[src/rtl/note_detect.sv]
// Square-wave pitch detector: measures the period between synchronized rising edges of TONE_IN
// and reports a note once two consecutive periods classify the same.
module note_detect #(
    parameter int unsigned MIN_PERIOD = 180000,
    parameter int unsigned TIMEOUT    = 400000,
    parameter int unsigned C4_MIN     = 361375,
    parameter int unsigned D_MIN      = 321950,
    parameter int unsigned E_MIN      = 294857,
    parameter int unsigned F_MIN      = 270723,
    parameter int unsigned G_MIN      = 241188,
    parameter int unsigned A_MIN      = 214876,
    parameter int unsigned B_MIN      = 196796
) (
    input  logic       CLK,
    input  logic       RESET_N,
    input  logic       TONE_IN,
    output logic [3:0] NOTE,
    output logic       NOTE_VALID,
    output logic       NOTE_STROBE
);

    localparam logic [19:0] TimeoutCnt = 20'(TIMEOUT);
    localparam logic [19:0] MinLo      = 20'(MIN_PERIOD);
    localparam logic [19:0] C4Lo       = 20'(C4_MIN);
    localparam logic [19:0] DLo        = 20'(D_MIN);
    localparam logic [19:0] ELo        = 20'(E_MIN);
    localparam logic [19:0] FLo        = 20'(F_MIN);
    localparam logic [19:0] GLo        = 20'(G_MIN);
    localparam logic [19:0] ALo        = 20'(A_MIN);
    localparam logic [19:0] BLo        = 20'(B_MIN);

    typedef enum logic {StIdle, StMeasure} state_t;

    state_t      state_q, state_d;
    logic [1:0]  sync_q;
    logic        prev_q;
    logic        rise;
    logic [19:0] count_q, count_d;
    logic [3:0]  cand_q, cand_d;
    logic [3:0]  note_q, note_d;
    logic [3:0]  cls;
    logic        valid_q;
    logic        strobe_q;

    // Inclusive lower bounds, longest period (lowest pitch) first; 0 means invalid.
    function automatic logic [3:0] classify(input logic [19:0] p);
        if (p >= C4Lo)       return 4'd1;
        else if (p >= DLo)   return 4'd2;
        else if (p >= ELo)   return 4'd3;
        else if (p >= FLo)   return 4'd4;
        else if (p >= GLo)   return 4'd5;
        else if (p >= ALo)   return 4'd6;
        else if (p >= BLo)   return 4'd7;
        else if (p >= MinLo) return 4'd8;
        else                 return 4'd0;
    endfunction

    assign rise = sync_q[1] & ~prev_q;
    // The counter value on the edge cycle is the period just measured.
    assign cls  = classify(count_q);

    always_comb begin
        state_d = state_q;
        count_d = count_q;
        cand_d  = cand_q;
        note_d  = note_q;
        case (state_q)
            StIdle: begin
                count_d = '0;
                if (rise) begin
                    state_d = StMeasure;
                    count_d = 20'd1;
                end
            end
            StMeasure: begin
                if (rise) begin
                    count_d = 20'd1;
                    if (cls == 4'd0) begin
                        cand_d = 4'd0;
                        note_d = 4'd0;
                    end else if (cls == cand_q) begin
                        note_d = cls;
                    end else begin
                        cand_d = cls;
                    end
                end else if (count_q >= TimeoutCnt) begin
                    state_d = StIdle;
                    count_d = '0;
                    cand_d  = 4'd0;
                    note_d  = 4'd0;
                end else if (count_q != '1) begin
                    count_d = count_q + 20'd1;
                end
            end
            default: state_d = StIdle;
        endcase
    end

    always_ff @(posedge CLK or negedge RESET_N) begin
        if (!RESET_N) begin
            sync_q   <= '0;
            prev_q   <= 1'b0;
            state_q  <= StIdle;
            count_q  <= '0;
            cand_q   <= '0;
            note_q   <= '0;
            valid_q  <= 1'b0;
            strobe_q <= 1'b0;
        end else begin
            sync_q   <= {sync_q[0], TONE_IN};
            prev_q   <= sync_q[1];
            state_q  <= state_d;
            count_q  <= count_d;
            cand_q   <= cand_d;
            note_q   <= note_d;
            valid_q  <= (note_d != 4'd0);
            strobe_q <= (note_d != note_q);
        end
    end

    assign NOTE        = note_q;
    assign NOTE_VALID  = valid_q;
    assign NOTE_STROBE = strobe_q;

endmodule

[config.mk]
export PLATFORM = sky130hd
export DESIGN_NAME = note_detect
export DESIGN_NICKNAME = d
export VERILOG_FILES = /design/src/rtl/note_detect.sv
export SDC_FILE = /design/constraint.sdc
export NUM_CORES = 1
export LEC_CHECK = 0
export ABC_AREA = 1
export CAP_MARGIN = 20
export CORE_ASPECT_RATIO = 1.1
export CORE_MARGIN = 8
export CORE_UTILIZATION = 46
export DETAILED_ROUTE_END_ITERATION = 6
export PLACE_DENSITY = 0.66
export SYNTH_ARGS = -nofsm -noshare
export SYNTH_HDL_FRONTEND = slang
export SYNTH_SLANG_ARGS = --single-unit
[constraint.sdc]
create_clock -name CLK -period 2.6 [get_ports CLK]
set_input_delay 0.52 -clock CLK [delete_from_list [all_inputs] [get_ports CLK]]
set_output_delay 0.52 -clock CLK [all_outputs]
set_load 0.02 [all_outputs]
# Word level (Yosys, flattened, before mapping)

Cells that the tools add are included.

Register bits after elaboration: 34
Bits in latches: 0
Bits in writable memories: 0
Bits in read-only memories: 0
Input bits: 3
Output and inout bits: 6
Word-level logic and storage cells: 56
Memories kept: 0

Add/sub/neg operators: 1
Multipliers: 0
Div/mod/pow operators: 0
Order comparisons: 9
Equal/unequal tests: 5
Shifts and indexed selects: 0
Muxes and demuxes: 26
Bitwise gates (word level): 3
Reductions and logical operators: 4

Operators by type and width:

| operator                | number |
|---|---|
| $ge A20 B19 Y1 const B  | 5 |
| $ge A20 B18 Y1 const B  | 4 |
| $mux W4                 | 17 |
| $mux W20                | 3 |
| $pmux W20 S2            | 1 |
| $add A20 B1 Y20 const B | 1 |
| $ne A20 B20 Y1 const B  | 1 |
| $eq A4 B4 Y1            | 1 |
| $logic_not A4 Y1        | 1 |
| $mux W1                 | 4 |
| $ne A4 B1 Y1 const B    | 1 |
| $ne A4 B4 Y1            | 1 |
| $reduce_bool A4 Y1      | 1 |
| $ne A3 B3 Y1 const B    | 1 |
| $reduce_and A3 Y1       | 1 |
| $not A1 Y1              | 2 |
| $pmux W1 S2             | 1 |
| $reduce_bool A2 Y1      | 1 |
| $and A1 B1 Y1           | 1 |

# Depth between registers and ports, before layout

Gate-level depths: netlist (run 1).

Depth after elaboration: 15
Mapped depth: 23
Gate-level depth less buffers: 22

# Worst setup path before layout (run 1)

Ideal clock, no wire load.

Path kind: register -> register
From: register count_q[0]
To: register strobe_q (netlist: NOTE_STROBE)
Library setup time: 0.119 ns
Arrival time: 2.076 ns
Required time: 2.481 ns
Setup slack: 0.406 ns
Cell stages (with the launch flop): 19
Buffers on the path: 0
Period minus slack after synthesis: 2.194 ns
Cells stage by stage: dfrtp_1 inv_1 ha_1 inv_1 o21ai_0 nand3_1 nand4_1 nand2_1 nand2_1 nand2_1 xor2_1 nor2_1 nand4_2 nand2_1 nand3_1 nand3_1 nand2_1 nor2_1 nand2_1

Longest elaborated chain between the ends: 15
Elaborated cells between the ends (all ways): 25
Those cells by class: order compare: 9; eq/ne: 2; mux: 13; reduce/logical: 1

RTL lines:

| item                     | RTL line | source |
|---|---|---|
| start: declaration       | 38       | `logic [19:0] count_q, count_d;` |
| start signal: assignment | 113      | `count_q <= count_d;` |
| $ge A20 B18 Y1           | 54       | `else if (p >= MinLo) return 4'd8;` |
| $mux W4                  | 54       |  |
| $mux W4                  | 53       | `else if (p >= BLo) return 4'd7;` |
| $mux W4                  | 52       | `else if (p >= ALo) return 4'd6;` |
| $mux W4                  | 51       | `else if (p >= GLo) return 4'd5;` |
| $mux W4                  | 50       | `else if (p >= FLo) return 4'd4;` |
| $mux W4                  | 49       | `else if (p >= ELo) return 4'd3;` |
| $mux W4                  | 48       | `else if (p >= DLo) return 4'd2;` |
| $mux W4                  | 47       | `if (p >= C4Lo) return 4'd1;` |
| $eq A4 B4 Y1             | 81       | `end else if (cls == cand_q) begin` |
| $mux W4                  | 81       |  |
| $mux W4                  | 78       | `if (cls == 4'd0) begin` |
| $mux W4 *                | 76       | `if (rise) begin` |
| $mux W4 *                | 67       | `case (state_q)` |
| $ne A4 B4 Y1 *           | 117      | `strobe_q <= (note_d != note_q);` |
| end signal: assignment   | 117      |  |
| end: declaration         | 43       | `logic strobe_q;` |

Mark *: on every way between the ends. The rest lies on a longest branch, timed or not.
A chain may end at the register's enable or synchronous reset.

# Worst setup path after layout (run 1)

From: register count_q[0]
To: register valid_q (netlist: NOTE_VALID)

Longest elaborated chain between the ends: 15
Elaborated cells between the ends (all ways): 25
Those cells by class: order compare: 9; eq/ne: 1; mux: 13; reduce/logical: 2

RTL lines:

| item                   | RTL line | source |
|---|---|---|
| $ge A20 B18 Y1         | 54       |  |
| $mux W4                | 54       |  |
| $mux W4                | 53       |  |
| $mux W4                | 52       |  |
| $mux W4                | 51       |  |
| $mux W4                | 50       |  |
| $mux W4                | 49       |  |
| $mux W4                | 48       |  |
| $mux W4                | 47       |  |
| $eq A4 B4 Y1           | 81       |  |
| $mux W4                | 81       |  |
| $mux W4                | 78       |  |
| $mux W4 *              | 76       |  |
| $mux W4 *              | 67       |  |
| net note_d[1]          | 40       | `logic [3:0] note_q, note_d;` |
| $reduce_bool A4 Y1 *   | 116      | `valid_q <= (note_d != 4'd0);` |
| end signal: assignment | 116      |  |
| end: declaration       | 42       | `logic valid_q;` |

The timed path passes the listed nets; every way through them passes the cells marked *.

==> results of run 1 <==
==> layer usage <==
layer,track usage [%],wire [um],vias to the layer above
met5,0,0,-
met4,5.62,131,0
met3,3.25,218,9
met2,25.6,2960,52
met1,18.5,2690,1045
li1,-,-,1167
==> layout make-up <==
class	count	area [sq um]	area share, %
timing repair buffer	20	165	5.83
clock buffer	6	82.6	2.91
sequential	34	857	30.2
clock inverter	1	30.0	1.06
tap	58	72.6	2.56
multi-input combinational	257	1440	50.8
inverter	50	188	6.62
==> registers in the layout, summed over array words and instances (netlist names) <==
register     count
NOTE             4
prev_q           1
cand_q           4
state_q          1
count_q         20
NOTE_VALID       1
NOTE_STROBE      1
sync_q           2
==> Yosys cell counts, drive strengths merged <==
cell type / count
a211oi: 1
a21oi: 16
a311oi: 1
a31oi: 2
and3: 1
buf: 1
clkinv: 3
conb: 1
dfrtp: 34
ha: 5
inv: 47
nand2: 82
nand3: 25
nand3b: 1
nand4: 6
nor2: 61
nor3: 8
nor3b: 1
nor4: 5
o21a: 2
o21ai: 26
o21bai: 1
o31ai: 5
xnor2: 2
xor2: 5
==> what timing repair did <==
item	4_1_cts	5_1_grt
gates resized for setup	2	45
pin swaps	2	26
setup endpoints to repair	5	8
setup buffers	1	8
endpoints found under the hold margin	0	0
==> power by group through the flow <==
stage                     combinational (mW)  sequential, mW  clock, mW
after floorplan                       0.0946           0.579          0
final                                  0.201           0.563      0.499
after global placement                 0.155           0.572          0
after detailed placement               0.156           0.572          0
after global routing                   0.223           0.565      0.530
after CTS                              0.160           0.562      0.510
==> kinds of logic (layout without fill, tap and decap cells) <==
logic type | after synthesis | after routing | share of synthesized area [%]
AO/OA/AOI/OAI | 54 | 54 | 12.9
AND/OR/NAND/NOR | 190 | 190 | 36.2
other | 1 | 1 | 0.160
XOR/XNOR | 7 | 7 | 3.42
buffers and inverters | 51 | 77 | 8.23
adder cells (fa/ha/maj) | 5 | 5 | 2.67
flip-flops | 34 | 34 | 36.3
==> layout by cell type, fill, tap and decap left out, types with 2 or more instances in the layout <==
master           netlist  final
nand2_1               77     63
ha_1                   5      4
nor2_1                54     51
o21a_1                 2      2
inv_2                 10     15
nor4_1                 5      5
o21ai_2                1      3
nor3_1                 7      7
o21ai_0               23     22
clkinv_1               3      3
inv_1                 37     32
a21oi_1               16     15
nand2_2                4     16
nand3_1               24     17
a31oi_1                2      2
xor2_1                 4      3
nor2_2                 6      6
dfrtp_1               34     29
buf_4                  0     12
clkdlybuf4s50_1        0      7
dfrtp_2                0      5
nand2_4                1      3
clkbuf_8               0      6
nand4_1                5      5
xnor2_1                2      2
o31ai_1                5      5
nand3_2                1      8
nor2_4                 1      4
==> through the flow <==
| step | area, sq um | power, mW | worst slack [ns] | std cells |
|---|---|---|---|---|
| 2_1_floorplan | 2340 | 0.674 | 0.406 | 342 |
| 3_3_place_gp | 2510 | 0.727 | -0.0365 | 410 |
| 3_5_place_dp | 2510 | 0.728 | -0.0484 | 410 |
| 4_1_cts | 2630 | 1.23 | 0.0100 | 418 |
| 5_1_grt | 2840 | 1.32 | -0.0598 | 426 |
| 6_report | 2840 | 1.26 | 0.105 | 426 |
==> worst register-to-register path, stage by stage, from the launching register on <==
cell and delay [ns]:
dfrtp_1 0.42, inv_2 0.11, ha_4 0.13, inv_2 0.03
o21ai_2 0.12, nand3_1 0.11, nand4_1 0.11, nand2_1 0.08
nand2_2 0.14, nand2_2 0.08, nand2_4 0.10, xor2_4 0.21
nand3_2 0.12, nor2_4 0.17, nand2_2 0.08, nand3_2 0.10
o21ai_2 0.06, nor2_1 0.12, nand3b_1 0.09
==> worst paths after layout <==
| path | startpoint | endpoint | slack, ns | depth (start not counted) |
|---|---|---|---|---|
| worst min-delay path | RESET_N | cand_q[0] | 0.29 | 1 |
| max in group asynchronous | RESET_N | count_q[7] | 1.78 | 1 |
| min in group CLK | sync_q[0] | sync_q[1] | 0.38 | 0 |
| worst min register to register | sync_q[0] | sync_q[1] | 0.38 | 0 |
| worst max register to register | count_q[0] | NOTE_VALID | 0.11 | 18 |
| worst max-delay path | count_q[0] | NOTE_VALID | 0.11 | 18 |
==> out/metrics.cfg, run 1 <==
[route]
drt-wirelength-per-cell_um=14.1
drc_errors=0
drtPass1Iterations=4
wl_um=6000
vias_per_cell=5.34
ant_nets=0
dr.first_iter.drc_count=138
num_vias=2273

[timing]
rsz0062_at_grt=true
drv_slew=0
hold_viol_final=0
final.period_utilization_pct=95.9
worst_hold_slack_ns=0.293
finClkSkew_ns=0.0143
fin_crit_ns=2.49
timing.fmax_ghz=0.401
slew_headroom_pct=49.9
setup_viol=0
finalSetupTns_ns=0
tightest_slew_ns=0.751

[floorplan]
core_sq_um=4970
initial_core_util_pct=47.1
core.rowCount=27
die-area_sq_um=7630
die_w_um=84.0
ios=9
die_h_um=90.8

[worst_setup_path]
startpoint_type=register
path_cells=inv_2 -> ha_4 -> inv_2 -> o21ai_2 -> nand3_1 -> nand4_1 -> nand2_1 -> nand2_2 -> nand2_2 -> nand2_4 -> xor2_4 -> nand3_2 -> nor2_4 -> nand2_2 -> nand3_2 -> o21ai_2 -> nor2_1 -> nand3b_1
worstPathRequired_ns=2.78
crit_buf_inv=2
critPathCaptureType=register
slowest_delay_ns=0.42
arrival_ns=2.67
slowest_stage=dfrtp_1
crit_type=register to register
cp_max_fo=4
cpMostUsedCell=nand2_2
crit_family=simple AND/OR/NAND/NOR gates

[yosys]
syn_avg_cell_area_sq_um=6.85
synth-seq-cells=34
yosysTopAreaCellShare_pct=36.3
yosys.cell_types.count=36
synthTopCellsByArea=dfrtp_1, nand2_1, nor2_1
syn_inst=342
syn_area_sq_um=2340
ys.warnings.count=0
synth_nets=350
yosysTopAreaCell=dfrtp_1
ys_seq_area_share_pct=36.3

[finish]
num_antenna_cells=0
nFillCells=460
area_growth_pct=21.1
drive_above_1_share_pct=23.4
fin_nets=376
utilization_pct=57.1

[cts]
clock_sinks=34
root_buffer=clkbuf_8
clk_latency_ns=0.29
hold_buffers=0
cts_tree=yes
clock_path_buffers=2
h-tree-depth=2
cts_made_buffers=5
cts.clk_slew.worst_paths_ns=0.08

[power]
power_density_nw_per_um2=446
clkPwrFrac_pct=39.5
peakVddDrop_v=0.000385
p_int_uw=930
seq_power_share_pct=44.5
p_sw_uw=334
combPwrFrac_pct=15.9
swShare_pct=26.4
total_leakage_power_nw=1.22

[grt]
grt_pass1_wl_um=9540
grt_max_degree=35
antenna_found_initial=0
grt_usage_pct=15.2
grt_pass1_vias=2080
gr-total-overflow=0

[worst_hold_path]
hold_path.class=input pin to async pin

[place]
gp_congestion=0.914
hpwl_um=4310
port_buffers=8

[run_status]
status=completed

[run]
maxCapViolCount=0

Power figures use the tool's default switching activity.
==> run 2, diff against run 1 <==
--- a/config.mk
+++ b/config.mk
@@ -11,6 +11,7 @@
 export CORE_MARGIN = 8
 export CORE_UTILIZATION = 46
 export DETAILED_ROUTE_END_ITERATION = 6
+export MAX_ROUTING_LAYER = met4
 export PLACE_DENSITY = 0.66
 export SYNTH_ARGS = -nofsm -noshare
 export SYNTH_HDL_FRONTEND = slang
==> out/metrics.cfg, run 2 (same netlist as run 1, synthesis figures left out) <==
[power]
peakVddDrop_v=0.000231
power_density_nw_per_um2=429
total_leakage_power_nw=1.20

[worst_setup_path]
cpMostUsedCell=nand2_2
critPathCaptureType=register
startpoint_type=register
path_cells=inv_2 -> ha_2 -> inv_1 -> o21ai_2 -> nand3_1 -> nand4_1 -> nand2_1 -> nand2_2 -> nand2_2 -> nand2_4 -> xor2_4 -> nand3_2 -> nor2_4 -> nand2_2 -> nand3_1 -> o21ai_1 -> nor2_1 -> nand3b_1
worstPathRequired_ns=2.78
slowest_stage=dfrtp_1
crit_type=register to register
arrival_ns=2.65
cp_max_fo=5
slowest_delay_ns=0.43

[grt]
grt_pass1_vias=2180
use_met1_pct=19.6
antenna_found_initial=0
grt_util_met2_pct=24.5
grt_max_degree=35
grt_busiest_layer=met2
grt_usage_pct=15.7
use_met3_pct=3.61
grt_pass1_wl_um=9780
gr-total-overflow=0

[finish]
instances_no_fill=426
final_cell_mix=nand2_1, nor2_1, inv_1
drive_above_1_share_pct=18.8
final_common_cell=nand2_1
num_antenna_cells=0
nFillCells=476
area_growth_pct=16.5
largest_reg_flops=20
top_register=count_q
fin_nets=375

[cts]
clk_latency_ns=0.29
cts.clk_slew.worst_paths_ns=0.08
cts_tree=yes
cts_made_buffers=5
root_buffer=clkbuf_8
clock_sinks=34
h-tree-depth=2
hold_buffers=0
clock_path_buffers=2

[timing]
rsz0062_at_grt=true
setup_viol=0
final.period_utilization_pct=95.1
fin_crit_ns=2.47
tightest_slew_ns=0.758
drv_slew=0
timing.fmax_ghz=0.405
hold_viol_final=0
finClkSkew_ns=0.00915
slew_headroom_pct=49.5
finalSetupTns_ns=0

[run]
maxCapViolCount=0

[floorplan]
core_sq_um=4970
die_w_um=84.0
initial_core_util_pct=47.1
die-area_sq_um=7630
die_h_um=90.8
core.rowCount=27
ios=9

[worst_hold_path]
hold_path.class=input pin to async pin

[place]
gp_congestion=0.926
dp.cells=410
port_buffers=8
hpwl_um=4260

[route]
vias_per_cell=5.40
wl_um=5700
drt-wirelength-per-cell_um=13.4
num_vias=2300
ant_nets=0
drtPass1Iterations=5
drc_errors=0
dr.first_iter.drc_count=235

[run_status]
status=completed

-- run 2: critical path: cells and delay by family (launching register included) --
family,cells,cell delay (ns)
AOI/OAI and AO/OA,2,0.20
xor gates and xnor gates,1,0.22
adders and majority gates,1,0.16
buffers and inverters,2,0.14
DFF,1,0.43
and+or+nand+nor,12,1.20
-- run 2: per-stage QoR --
step / setup slack, ns / util (%) / area, sq um / total power, mW / hold slack (ns)
finish: 0.128 / 54.9 / 2730 / 1.17 / 0.292
global route: -0.103 / 54.9 / 2730 / 1.23 / 0.369
CTS: 0.0319 / 52.4 / 2600 / 1.15 / 0.331
detailed placement: -0.0252 / 50.5 / 2510 / 0.728 / 0.362
global placement: -0.0203 / 50.5 / 2510 / 0.726 / 0.334
floorplan: 0.406 / - / 2340 / 0.674 / 0.224
-- run 2: final cells by class --
cell class / count / area (sq um) / area share, %
well taps: 58 / 72.6 / 2.66
clock inverters: 2 / 12.5 / 0.459
repair buffers: 19 / 158 / 5.78
inverters: 50 / 188 / 6.88
flip-flops and latches: 34 / 857 / 31.4
clock buffers: 6 / 82.6 / 3.03
multi-input cells: 257 / 1360 / 49.8
-- run 2: routing by layer --
layer	share of wire [%]	vias to the layer above
li1	-	1159
met1	46	1056
met2	47	76
met3	5.6	9
met4	1.3	0
met5	0	-
-- run 2: report_power, final --
group	internal, mW	switching [mW]	total, mW
Sequential	0.548	0.0147	0.562
Clock	0.213	0.211	0.424
Combinational	0.0708	0.113	0.184
-- run 2: final timing paths --
path                            slack [ns]  startpoint          end  cells past startpoint
worst max-delay path                  0.13  count_q[1]   NOTE_VALID                     18
worst min-delay path                  0.29     RESET_N  count_q[16]                      1
worst max register to register        0.13  count_q[1]   NOTE_VALID                     18
worst min register to register        0.37   sync_q[0]    sync_q[1]                      0
max in group asynchronous             1.78     RESET_N  count_q[10]                      1
min in group CLK                      0.37   sync_q[0]    sync_q[1]                      0
-- run 2: repair_timing --
item / 4_1_cts / 5_1_grt
gates resized for setup: 1 / 25
setup buffers: 0 / 8
setup endpoints to repair: 5 / 10
cloned: 0 / 0
pin swaps: 1 / 6
==> run 3, diff against run 2 <==
--- a/config.mk
+++ b/config.mk
@@ -9,10 +9,10 @@
 export CAP_MARGIN = 20
 export CORE_ASPECT_RATIO = 1.1
 export CORE_MARGIN = 8
-export CORE_UTILIZATION = 46
+export CORE_UTILIZATION = 35
 export DETAILED_ROUTE_END_ITERATION = 6
 export MAX_ROUTING_LAYER = met4
-export PLACE_DENSITY = 0.66
+export PLACE_DENSITY = 0.54
 export SYNTH_ARGS = -nofsm -noshare
 export SYNTH_HDL_FRONTEND = slang
 export SYNTH_SLANG_ARGS = --single-unit
==> out/metrics.cfg, run 3 (same netlist as run 1, synthesis figures left out) <==
[run_status]
status=completed

[cts]
clock_sinks=34
h-tree-depth=2
clock_path_buffers=2
clk_latency_ns=0.29
cts.clk_slew.worst_paths_ns=0.07
cts_made_buffers=5
cts_tree=yes
root_buffer=clkbuf_8

[route]
wl_um=6440
wl_met1_um=2770
dr_wl_met2_um=3160
drt-wirelength-per-cell_um=14.3
drc_errors=0
drtPass1Iterations=4
num_vias=2341
vias_per_cell=5.20
ant_nets=0
dr.first_iter.drc_count=189
dr_wl_met3_um=334
top_layer=met4

[timing]
timing.fmax_ghz=0.414
drv_slew=0
tightest_slew_ns=0.788
hold_viol_final=0
slew_headroom_pct=47.5
setup_viol=0
rsz0062_at_grt=true
finClkSkew_ns=0.00634
fin_crit_ns=2.41
final.period_utilization_pct=92.9

[floorplan]
die_h_um=102
core_sq_um=6520
initial_core_util_pct=35.9
die_w_um=94.0
ios=9
die-area_sq_um=9560
core.rowCount=31

[finish]
drive_above_1_share_pct=23.6
area_growth_pct=19.9
fin_nets=377
num_antenna_cells=0
largest_reg_flops=20
instances_no_fill=450
final_cell_mix=nand2_1, nor2_1, inv_1
finalInstanceArea_sq_um=2810
final_common_cell=nand2_1
top_register=count_q

[worst_setup_path]
crit_type=register to register
cp_max_fo=5
arrival_ns=2.60
worstPathRequired_ns=2.78
critPathCaptureType=register
startpoint_type=register

[grt]
gr-total-overflow=0
grt_usage_pct=14.5
grt_pass1_vias=2197
antenna_found_initial=0
grt_pass1_wl_um=10700
grt_max_degree=35

[power]
total_leakage_power_nw=1.20
peakVddDrop_v=0.000211
power_density_nw_per_um2=405

[place]
port_buffers=8
gp_congestion=1.00
hpwl_um=4740
placed_area_sq_um=2560
dp.cells=437

[worst_hold_path]
hold_path.class=input pin to async pin

[run]
maxCapViolCount=0

## run 3: cell count changes in the layout (fill, tap and decap cells not counted), sizes merged
| cell | previous run | this run |
|---|---|---|
| buf | 12 | 14 |
| inv | 47 | 48 |
| clkinv | 4 | 2 |
| clkinvlp | 1 | 0 |
## run 3: critical path: stages (launching register included)
cell,delay (ns)
dfrtp_1,0.44
inv_2,0.12
nand2_1,0.06
nor3_2,0.15
and3_1,0.23
nand2_1,0.08
nor2_1,0.12
nor2_2,0.09
nand2_4,0.09
xor2_4,0.21
nand3_2,0.12
nor2_4,0.18
nand2_2,0.07
nand4_1,0.10
o21ai_0,0.11
nor2_1,0.09
nand2_1,0.06
## run 3: final timing paths
kind / startpoint / endpoint / slack [ns] / depth (start not counted)
min: RESET_N / cand_q[1] / 0.31 / 1
min in group CLK: sync_q[0] / sync_q[1] / 0.35 / 0
max: count_q[19] / NOTE_STROBE / 0.19 / 16
min reg2reg: sync_q[0] / sync_q[1] / 0.35 / 0
max reg2reg: count_q[19] / NOTE_STROBE / 0.19 / 16
max in group asynchronous: RESET_N / count_q[18] / 1.73 / 1
## run 3: layer usage
layer,global-route usage [%],up-vias
met5,-,-
met4,5.62,0
met3,2.82,14
met2,23.7,74
met1,17.2,1086
li1,-,1167
## run 3: power by group
part | internal (mW) | switching [mW] | leakage [nW] | total, mW
Clock | 0.204 | 0.191 | 0.0431 | 0.395
Sequential | 0.548 | 0.0139 | 0.445 | 0.562
Combinational | 0.0648 | 0.116 | 0.715 | 0.181
Total | 0.817 | 0.321 | 1.20 | 1.14
## run 3: per-stage QoR
stage	hold slack (ns)	setup slack (ns)	setup TNS [ns]	util (%)	power [mW]
after floorplan	0.224	0.406	0	-	0.674
after global placement	0.333	0.00896	0	39.3	0.729
after CTS	0.353	-0.00248	-0.00248	40.5	1.13
after global routing	0.372	-0.0317	-0.0586	43.1	1.21
final	0.311	0.185	0	43.1	1.14
after detailed placement	0.338	0.0283	0	39.3	0.731
## run 3: final cells by class
cell class	count	area [sq um]
Tap cell	82	103
Sequential cell	34	862
Timing Repair Buffer	21	173
Fill cell	690	3710
Multi-Input combinational cell	257	1400
Inverter	50	190
Clock buffer	6	82.6
## run 3: timing repair
item                       CTS  global route
setup buffers                0             7
setup endpoints to repair    1            10
cloned                       0             0
pin swaps                    0            16
resized for setup            0            48
hold buffers                 0             0
